<file path="src/rtl/mips_pkg.sv">
// rtl/mips_pkg.sv - shared redirect/state types and default vectors for the fetch PC unit
package mips_pkg;

  // Numeric encoding doubles as arbitration priority (higher wins)
  typedef enum logic [2:0] {
    RC_NONE   = 3'd0,
    RC_BRANCH = 3'd1,
    RC_JUMP   = 3'd2,
    RC_ERET   = 3'd3,
    RC_EXC    = 3'd4
  } redir_class_e;

  typedef enum logic [1:0] {
    ST_BOOT   = 2'd0,
    ST_RUN    = 2'd1,
    ST_HALTED = 2'd2
  } pc_state_e;

  localparam logic [31:0] DEF_RESET_VECTOR = 32'h0000_0028;
  localparam logic [31:0] DEF_EXC_VECTOR   = 32'h0000_0180;
  localparam int          DEF_INC          = 4;

  // True when candidate class a should displace incumbent class b (ties go to a)
  function automatic logic prio_ge(input redir_class_e a, input redir_class_e b);
    return logic'(a >= b);
  endfunction

endpackage

</file>
<file path="src/rtl/pc_redirect_arb.sv">
// rtl/pc_redirect_arb.sv - priority and alignment selector for PC redirect requests
module pc_redirect_arb
  import mips_pkg::*;
#(
  parameter int                 WIDTH      = 32,
  parameter logic [WIDTH-1:0]   EXC_VECTOR = DEF_EXC_VECTOR
) (
  input  logic                i_exc,
  input  logic                i_eret,
  input  logic                i_jump,
  input  logic                i_branch,
  input  logic [WIDTH-1:0]    i_eret_target,
  input  logic [WIDTH-1:0]    i_jump_target,
  input  logic [WIDTH-1:0]    i_branch_target,
  input  redir_class_e        i_base_class,
  input  logic [WIDTH-1:0]    i_base_target,
  output redir_class_e        o_class,
  output logic [WIDTH-1:0]    o_target
);

  redir_class_e     w_req_class;
  logic [WIDTH-1:0] w_req_target;

  // Pick the highest-priority request; misaligned jump/branch targets turn into exceptions
  always_comb begin
    w_req_class  = RC_NONE;
    w_req_target = '0;
    if (i_exc) begin
      w_req_class  = RC_EXC;
      w_req_target = EXC_VECTOR;
    end else if (i_eret) begin
      w_req_class  = RC_ERET;
      w_req_target = i_eret_target;
    end else if (i_jump) begin
      if (i_jump_target[1:0] != 2'b00) begin
        w_req_class  = RC_EXC;
        w_req_target = EXC_VECTOR;
      end else begin
        w_req_class  = RC_JUMP;
        w_req_target = i_jump_target;
      end
    end else if (i_branch) begin
      if (i_branch_target[1:0] != 2'b00) begin
        w_req_class  = RC_EXC;
        w_req_target = EXC_VECTOR;
      end else begin
        w_req_class  = RC_BRANCH;
        w_req_target = i_branch_target;
      end
    end
  end

  // Requests beat the base candidate unless the base is strictly higher priority
  always_comb begin
    o_class  = i_base_class;
    o_target = i_base_target;
    if (prio_ge(w_req_class, i_base_class)) begin
      o_class  = w_req_class;
      o_target = w_req_target;
    end
  end

endmodule

</file>
<file path="src/rtl/pc_unit.sv">
// rtl/pc_unit.sv - fetch program counter with stall-buffered redirects, halt and EPC
module pc_unit
  import mips_pkg::*;
#(
  parameter int               WIDTH        = 32,
  parameter logic [WIDTH-1:0] RESET_VECTOR = DEF_RESET_VECTOR,
  parameter logic [WIDTH-1:0] EXC_VECTOR   = DEF_EXC_VECTOR,
  parameter int               INC          = DEF_INC
) (
  input  logic             clk,
  input  logic             rst_n,
  input  logic             stall_i,
  input  logic             branch_i,
  input  logic [WIDTH-1:0] branch_target,
  input  logic             jump_i,
  input  logic [WIDTH-1:0] jump_target,
  input  logic             exc_i,
  input  logic             eret_i,
  input  logic             halt_i,
  output logic [WIDTH-1:0] pc,
  output logic [WIDTH-1:0] pc_plus4,
  output logic             pc_valid,
  output logic [WIDTH-1:0] epc,
  output logic             halted
);

  pc_state_e        r_state;
  logic [WIDTH-1:0] r_pc;
  logic [WIDTH-1:0] r_epc;
  redir_class_e     r_pend_class;
  logic [WIDTH-1:0] r_pend_target;

  redir_class_e     w_new_class;
  logic [WIDTH-1:0] w_new_target;
  redir_class_e     w_sel_class;
  logic [WIDTH-1:0] w_sel_target;
  logic             w_new_exc_saves_epc;

  // Winner among this cycle's raw inputs only
  pc_redirect_arb #(.WIDTH(WIDTH), .EXC_VECTOR(EXC_VECTOR)) u_new_arb (
    .i_exc           (exc_i),
    .i_eret          (eret_i),
    .i_jump          (jump_i),
    .i_branch        (branch_i),
    .i_eret_target   (r_epc),
    .i_jump_target   (jump_target),
    .i_branch_target (branch_target),
    .i_base_class    (RC_NONE),
    .i_base_target   ('0),
    .o_class         (w_new_class),
    .o_target        (w_new_target)
  );

  // Merge the new winner against the buffered redirect; ties favour the new one
  pc_redirect_arb #(.WIDTH(WIDTH), .EXC_VECTOR(EXC_VECTOR)) u_merge_arb (
    .i_exc           (w_new_class == RC_EXC),
    .i_eret          (w_new_class == RC_ERET),
    .i_jump          (w_new_class == RC_JUMP),
    .i_branch        (w_new_class == RC_BRANCH),
    .i_eret_target   (w_new_target),
    .i_jump_target   (w_new_target),
    .i_branch_target (w_new_target),
    .i_base_class    (r_pend_class),
    .i_base_target   (r_pend_target),
    .o_class         (w_sel_class),
    .o_target        (w_sel_target)
  );

  // A fresh exception records epc unless one is already buffered (its epc is already saved)
  assign w_new_exc_saves_epc = (w_new_class == RC_EXC) && (r_pend_class != RC_EXC);

  assign pc       = r_pc;
  assign pc_plus4 = r_pc + WIDTH'(INC);
  assign epc      = r_epc;
  assign pc_valid = (r_state == ST_RUN) && !stall_i;
  assign halted   = (r_state == ST_HALTED);

  // Fetch state machine: PC update, redirect buffering during stalls, halt and EPC capture
  always_ff @(posedge clk or negedge rst_n) begin
    if (!rst_n) begin
      r_state       <= ST_BOOT;
      r_pc          <= RESET_VECTOR;
      r_epc         <= '0;
      r_pend_class  <= RC_NONE;
      r_pend_target <= '0;
    end else begin
      case (r_state)
        ST_BOOT: begin
          r_state <= ST_RUN;
        end
        ST_RUN: begin
          if (w_new_exc_saves_epc) begin
            r_epc <= r_pc;
          end
          if (stall_i) begin
            if (w_sel_class != RC_NONE) begin
              r_pend_class  <= w_sel_class;
              r_pend_target <= w_sel_target;
            end
          end else begin
            r_pend_class  <= RC_NONE;
            r_pend_target <= '0;
            if (halt_i && (w_sel_class != RC_EXC)) begin
              r_state <= ST_HALTED;
            end else if (w_sel_class == RC_NONE) begin
              r_pc <= pc_plus4;
            end else begin
              r_pc <= w_sel_target;
            end
          end
        end
        ST_HALTED: begin
          if (exc_i) begin
            r_state <= ST_RUN;
            r_pc    <= EXC_VECTOR;
            r_epc   <= r_pc;
          end
        end
        default: begin
          r_state <= ST_BOOT;
        end
      endcase
    end
  end

endmodule
</file>
<file path="config.mk">
export PLATFORM = sky130hd
export DESIGN_NAME = pc_unit
export DESIGN_NICKNAME = d
export VERILOG_FILES = /design/src/rtl/mips_pkg.sv /design/src/rtl/pc_redirect_arb.sv /design/src/rtl/pc_unit.sv
export SDC_FILE = /design/constraint.sdc
export NUM_CORES = 1
export LEC_CHECK = 0
export BUFFER_PORTS_ARGS = -buffer_cell sky130_fd_sc_hd__buf_4
export CORE_UTILIZATION = 35
export CTS_CLUSTER_SIZE = 24
export DETAILED_ROUTE_END_ITERATION = 8
export MAX_ROUTING_LAYER = met4
export SKIP_LAST_GASP = 1
export SLEW_MARGIN = 5
export SYNTH_ARGS = -nofsm -noshare
export SYNTH_HDL_FRONTEND = slang
export SYNTH_HIERARCHICAL = 1
export SYNTH_SLANG_ARGS = --single-unit
</file>
<file path="constraint.sdc">
create_clock -name clk -period 5.6 [get_ports clk]
set_input_delay 0.28 -clock clk [delete_from_list [all_inputs] [get_ports clk]]
set_output_delay 0.28 -clock clk [all_outputs]
set_load 0.005 [all_outputs]
</file>
# ---- After elaboration in Yosys (flattened, before gate mapping)
# Cells that the tools add are included.
# Widths: inputs -> output; s select.
dict set report classes {
  n_addsub 1
  order_cmp 2
  eq_ne 14
  muxes 43
  reduce_logical 15
}
# op count
set ops {}
lappend ops {{$mux 32} 21}
lappend ops {{$pmux 32 s2} 2}
lappend ops {{$mux 3} 16}
lappend ops {{$add 32x3->32 const B} 1}
lappend ops {{$ne 2x2->1 const B} 4}
lappend ops {{$reduce_bool 2->1} 4}
lappend ops {{$eq 3x2->1 const B} 2}
lappend ops {{$mux 2} 3}
lappend ops {{$ne 3x3->1 const B} 2}
lappend ops {{$pmux 2 s3} 1}
lappend ops {{$reduce_and 3->1} 2}
lappend ops {{$ne 2x1->1 const B} 2}
lappend ops {{$reduce_and 4->1} 1}
lappend ops {{$eq 3x1->1 const B} 1}
lappend ops {{$eq 3x3->1 const B} 1}
lappend ops {{$ge 3x1->1 const B} 1}
lappend ops {{$ge 3x3->1} 1}
lappend ops {{$logic_and 1x1->1} 3}
lappend ops {{$logic_not 3->1} 1}
lappend ops {{$reduce_bool 3->1} 1}
lappend ops {{$eq 2x1->1 const B} 1}
lappend ops {{$eq 2x2->1 const B} 1}
lappend ops {{$logic_not 2->1} 1}
lappend ops {{$reduce_and 2->1} 1}
lappend ops {{$logic_not 1->1} 1}
dict set report totals {
  register_bits 101
  inputBits 72
  elab_cells 80
}

# ---- Longest topological paths before layout
dict set report depth {
  ltp_word 21
  ltp_mapped 26
  ltp_nobuf 18
}

# ---- Cells and area by module
# The synthesis kept the hierarchy.
# module n_inst cells_per_inst area_each_um2 seq_area_each_um2
set modules_own_cells {}
lappend modules_own_cells {pc_unit 1 494 5098.6 2529.9}
lappend modules_own_cells {pc_redirect_arb 2 181 1410.1 0.0}

# ---- Worst setup path after synthesis
# No wires, ideal clock.
dict set report synth_timing {
  kind {input to register}
  from {input port eret_i}
  to {register r_pc[31], in the netlist pc[31]}
  setup_ns 0.126
  arrival_ns 5.969
  path_slack_ns -0.495
  path_stages 24
  n_path_buf 6
  cell_sequence {buf_2 -> or3b_2 -> o221ai_1 -> ha_1 -> a21oi_1 -> o21a_1 -> buf_2 -> buf_2 -> mux2_2 -> and3b_1 -> buf_2 -> or3b_2 -> o221ai_1 -> ha_1 -> a21oi_1 -> o21a_1 -> buf_2 -> buf_2 -> mux2_2 -> or3b_2 -> a21boi_2 -> nand2_1 -> o31a_1 -> a221o_1}
}
dict set report synth_via {
  word_cells_on_any_way 35
  cone_classes {order compare (2); eq/ne (6); mux (23); reduce/logical (4)}
}
# item line_no
set synth_rtl {}
lappend synth_rtl {{from (decl)} pc_unit.sv:18} ;# input logic eret_i,
lappend synth_rtl {{$mux 3 *} pc_redirect_arb.sv:31} ;# end else if (i_eret) begin
lappend synth_rtl {{$mux 3 *} pc_redirect_arb.sv:28} ;# if (i_exc) begin
lappend synth_rtl {{$ge 3x1->1} mips_pkg.sv:25} ;# return logic'(a >= b);
lappend synth_rtl {{$mux 3 *} pc_redirect_arb.sv:57} ;# if (prio_ge(w_req_class, i_base_class)) begin
lappend synth_rtl {{net w_new_class[1]} pc_unit.sv:33} ;# redir_class_e w_new_class;
lappend synth_rtl {{$eq 3x1->1} pc_unit.sv:59} ;# .i_branch (w_new_class == RC_BRANCH),
lappend synth_rtl {{$mux 3} pc_redirect_arb.sv:42} ;# end else if (i_branch) begin
lappend synth_rtl {{$mux 3} pc_redirect_arb.sv:34} ;# end else if (i_jump) begin
lappend synth_rtl {{[2 not listed]} --}
lappend synth_rtl {{$ge 3x3->1} mips_pkg.sv:25}
lappend synth_rtl {{$mux 3 *} pc_redirect_arb.sv:57}
lappend synth_rtl {{net w_sel_class[1]} pc_unit.sv:35} ;# redir_class_e w_sel_class;
lappend synth_rtl {{$logic_not 3->1} pc_unit.sv:105} ;# end else if (w_sel_class == RC_NONE) begin
lappend synth_rtl {{$mux 32} pc_unit.sv:105}
lappend synth_rtl {{$mux 32} pc_unit.sv:103} ;# if (halt_i && (w_sel_class != RC_EXC)) begin
lappend synth_rtl {{$mux 32} pc_unit.sv:95} ;# if (stall_i) begin
lappend synth_rtl {{$pmux 32 s2} pc_unit.sv:87} ;# case (r_state)
lappend synth_rtl {{to (signal assigned)} pc_unit.sv:106} ;# r_pc <= pc_plus4;
lappend synth_rtl {{to (signal assigned)} pc_unit.sv:108} ;# r_pc <= w_sel_target;
lappend synth_rtl {{to (decl)} pc_unit.sv:28} ;# logic [WIDTH-1:0] r_pc;
# The timed path passes the listed nets; every way through them passes the cells marked *. The select of a mux whose other input is x is not followed.
# A chain may end at the register's enable or synchronous reset.

# ---- Worst setup path in the final report
dict set report layout_timing {
  from {input port jump_i}
  to {register r_pc[31], in the netlist pc[31]}
}
dict set report layout_via {
  word_cells_on_any_way 37
  cone_classes {order compare (2); eq/ne (6); mux (25); reduce/logical (4)}
}
# item line_no
set layout_rtl {}
lappend layout_rtl {{from (decl)} pc_unit.sv:15} ;# input logic jump_i,
lappend layout_rtl {{$mux 3 *} pc_redirect_arb.sv:34}
lappend layout_rtl {{$mux 3 *} pc_redirect_arb.sv:31}
lappend layout_rtl {{$mux 3 *} pc_redirect_arb.sv:28}
lappend layout_rtl {{$ge 3x1->1} mips_pkg.sv:25}
lappend layout_rtl {{$mux 3 *} pc_redirect_arb.sv:57}
lappend layout_rtl {{net w_new_class[2]} pc_unit.sv:33}
lappend layout_rtl {{$eq 3x1->1} pc_unit.sv:59}
lappend layout_rtl {{$mux 3} pc_redirect_arb.sv:42}
lappend layout_rtl {{[3 not listed]} --}
lappend layout_rtl {{$ge 3x3->1} mips_pkg.sv:25}
lappend layout_rtl {{$mux 3 *} pc_redirect_arb.sv:57}
lappend layout_rtl {{net w_sel_class[1]} pc_unit.sv:35}
lappend layout_rtl {{$logic_not 3->1} pc_unit.sv:105}
lappend layout_rtl {{$mux 32} pc_unit.sv:105}
lappend layout_rtl {{$mux 32} pc_unit.sv:103}
lappend layout_rtl {{$mux 32} pc_unit.sv:95}
lappend layout_rtl {{$pmux 32 s2} pc_unit.sv:87}
# Marked as above.

==> results.md <==
- GRT overflow: 0
- Max Fclk: 190 MHz
- Crit path DAT: 5.50 ns
- Period utilization: 94.0%
- Type of the worst setup path: in2reg
- Core area: 22000 µm²
- Proportion of layout cells with a drive suffix above 1: 33.2%
- Post-synthesis cell count: 856
- Final Net Count: 1101
- Max Cap Violations: 0
- Postcts setup bufs: 0
- Rows: 54
- Number of remaining DRC errors: 12
- Pwr dens: 390 nW/µm²
- Initial antenna violation count: 1
- Fillers: 2161
- EDFF count, synth: 0
- Largest net degree at the start of global routing: 55
- CP Data Required Time: 5.84 ns
- Hold_buf cts: 1
- Placer Congestion: 0.836
- Clk root buf: clkbuf_16
- Height of the die: 152 µm
- Post-synth ARST share: 100%
- Clk_skew: 0.00782 ns
- Clock Latency Late Sink: 0.36 ns
- Main synth FF type: dfrtp_1
- Post-synthesis sequential area ratio: 31.9%
- I/O Buffers: 169
- Ports: 170
- WL/cell: 21.0 µm
- Ranking of synthesized cells by area: dfrtp_1 (31%), o211ai_1 (5.9%), mux2_2 (5.1%), a22o_1 (5.1%), o41ai_1 (4.4%)
- Horiz. Die Dim: 152 µm
- Cell taking the most area after synthesis: dfrtp_1
- Most frequent cell after synthesis: dfrtp_1
- Failing checks: design-rule violations, max-slew violations
- Hold Violations, Final: 0
- Area Growth Syn to Fin: 25.8%
- Outcome: finished, violations left
- Hpwl dp: 20300 µm
- Mean Syn Cell Area: 9.25 µm²
- GRT Util Overall: 24.3%
- DR vias: 7866
- # H-tree levels: 3
- Bufs on Longest Clock Path: 2
- RSZ-0062 raised after global routing: false
- YS warnings: 6
- Crit path time final: 5.26 ns
- Synth Register Bits: 101
- Post-Syn Area: 7920 µm²
- Slew Limit Headroom: -44.0%
- CP Max Fanout: 7
- Vias per cell: 6.01
- Die ar.: 23200 µm²
- Final setup viols: 0
- Number of nets with antenna violations after routing: 0
- Top cell type's share of synthesized area: 31.3%
- Initial Util: 36.0%
- Cts repair resizes: 0
- Drt first pass iters: 7
- Final Max Slew Viols: 31
- Hold Path Class: in2reg
- Pre-CTS setup slack: -0.0175 ns
- Vias in the first global route: 7401
- DR iter-0 viols: 792
- CTS tree: yes
- Drt total wl: 27400 µm
- TritonCTS Sinks: 101
- Worst-path clk slew: 0.08 ns
- Hold Slack: 0.251 ns
- CTS buffer count: 9
- Post-route setup slack: 0.338 ns
- Slew @ Worst Pin: 2.15 ns
- First-pass GRT wire length: 43100 µm
- Critical Path End Type: flip-flop
- Critical Path Source Type: primary input
- Leakage power: 0.00434 µW
- Count of different cell masters after synthesis: 72
- Commonest cells in the synthesized netlist: dfrtp_1 (99), nor2_1 (91), o211ai_1 (62)
- Maximum VDD drop: 0.259 mV
-- worst max-delay path: stages --
cell	delay, ns
buf_4	0.11
or3b_2	0.47
o221ai_2	0.23
ha_1	0.29
a21oi_2	0.15
o21a_1	0.20
mux2_2	0.39
nor3b_1	0.27
or3b_2	0.48
o221ai_2	0.24
ha_1	0.29
a21oi_2	0.15
o21a_1	0.24
mux2_4	0.36
or3b_4	0.42
a21boi_4	0.16
buf_4	0.17
nand2_1	0.07
o31a_1	0.27
a221o_1	0.27
-- layout make-up --
class	instances	area (µm²)	area share, %
diodes	1	2.50	0.0251
clock buffers	10	239	2.40
clock inverters	6	50.0	0.502
inverters	18	67.6	0.678
multi-input cells	677	5070	50.9
flip-flops and latches	101	2530	25.4
well taps	280	350	3.52
repair buffers	215	1650	16.6
-- report_power, final --
| part | internal (µW) | switching (µW) |
|---|---|---|
| combinational | 874 | 1120 |
| sequential | 925 | 331 |
| clock | 322 | 317 |
| total | 2120 | 1770 |
-- final timing paths --
kind,start,end,slack (ns),cells after the start
setup / recovery,jump_i,pc[31],0.34,20
setup reg to reg,epc[0],pc[31],1.72,14
hold reg to reg,r_pend_target[0],r_pend_target[0],0.50,1
max in group asynchronous,rst_n,epc[5],3.97,3
min in group asynchronous,rst_n,pc[18],0.46,2
hold / removal,halt_i,r_state[1],0.25,3
-- per-layer routing --
metal  vias up  wire length [µm]  GRT usage, %
met5         -                 0             -
met4         0               298          5.44
met3        18              2010          4.75
met2       279             11800          34.3
met1      3900             13300          35.5
li1       3669                 -             -
-- sequential cells by signal, indices dropped and copies added, names as in the netlist --
name,cells
r_state,2
r_pend_class,3
r_pend_target,32
pc,32
epc,32
-- per-stage QoR --
step	TNS [ns]	cells	cell area [µm²]	total power (µW)	util [%]
floorplan	0	893	8130	2340	-
global placement	0	1290	9660	3220	43.9
detailed placement	-0.0175	1290	9660	3240	43.9
CTS	0	1307	9960	3880	45.2
global route	0	1308	9960	4130	45.2
finish	0	1308	9960	3890	45.2
-- cells in the final DEF, fill, tap and decap left out, types with 3 or more instances in the layout --
cell	count
a22o_1	46
nand4_1	8
ha_1	7
nand3_2	3
nor4_1	9
buf_12	3
conb_1	38
nor2_1	91
xnor2_1	19
nand2_1	47
nor3b_1	8
inv_1	18
xor2_1	9
dfrtp_1	99
o41ai_1	40
a221oi_1	36
and3_1	4
o41ai_2	21
nor3b_2	3
mux2_2	35
buf_4	211
nor3_1	10
nand3_1	23
o211ai_1	62
nor2b_1	4
a32oi_1	6
o22ai_1	8
a22oi_1	6
nand2b_1	4
a221oi_2	20
inv_6	3
o21ai_0	30
clkbuf_16	9
nor4b_1	4
a21oi_1	23
o31a_1	3
-- cell families after synthesis --
group	share of synthesized area, %
buf+inv	6.95
fa+ha+maj	1.11
flops	31.9
mux	5.25
simple gates	15.7
compound gates	35.9
xor+xnor	3.10
other cells	0.0474
(Power assumes the default switching activity.)
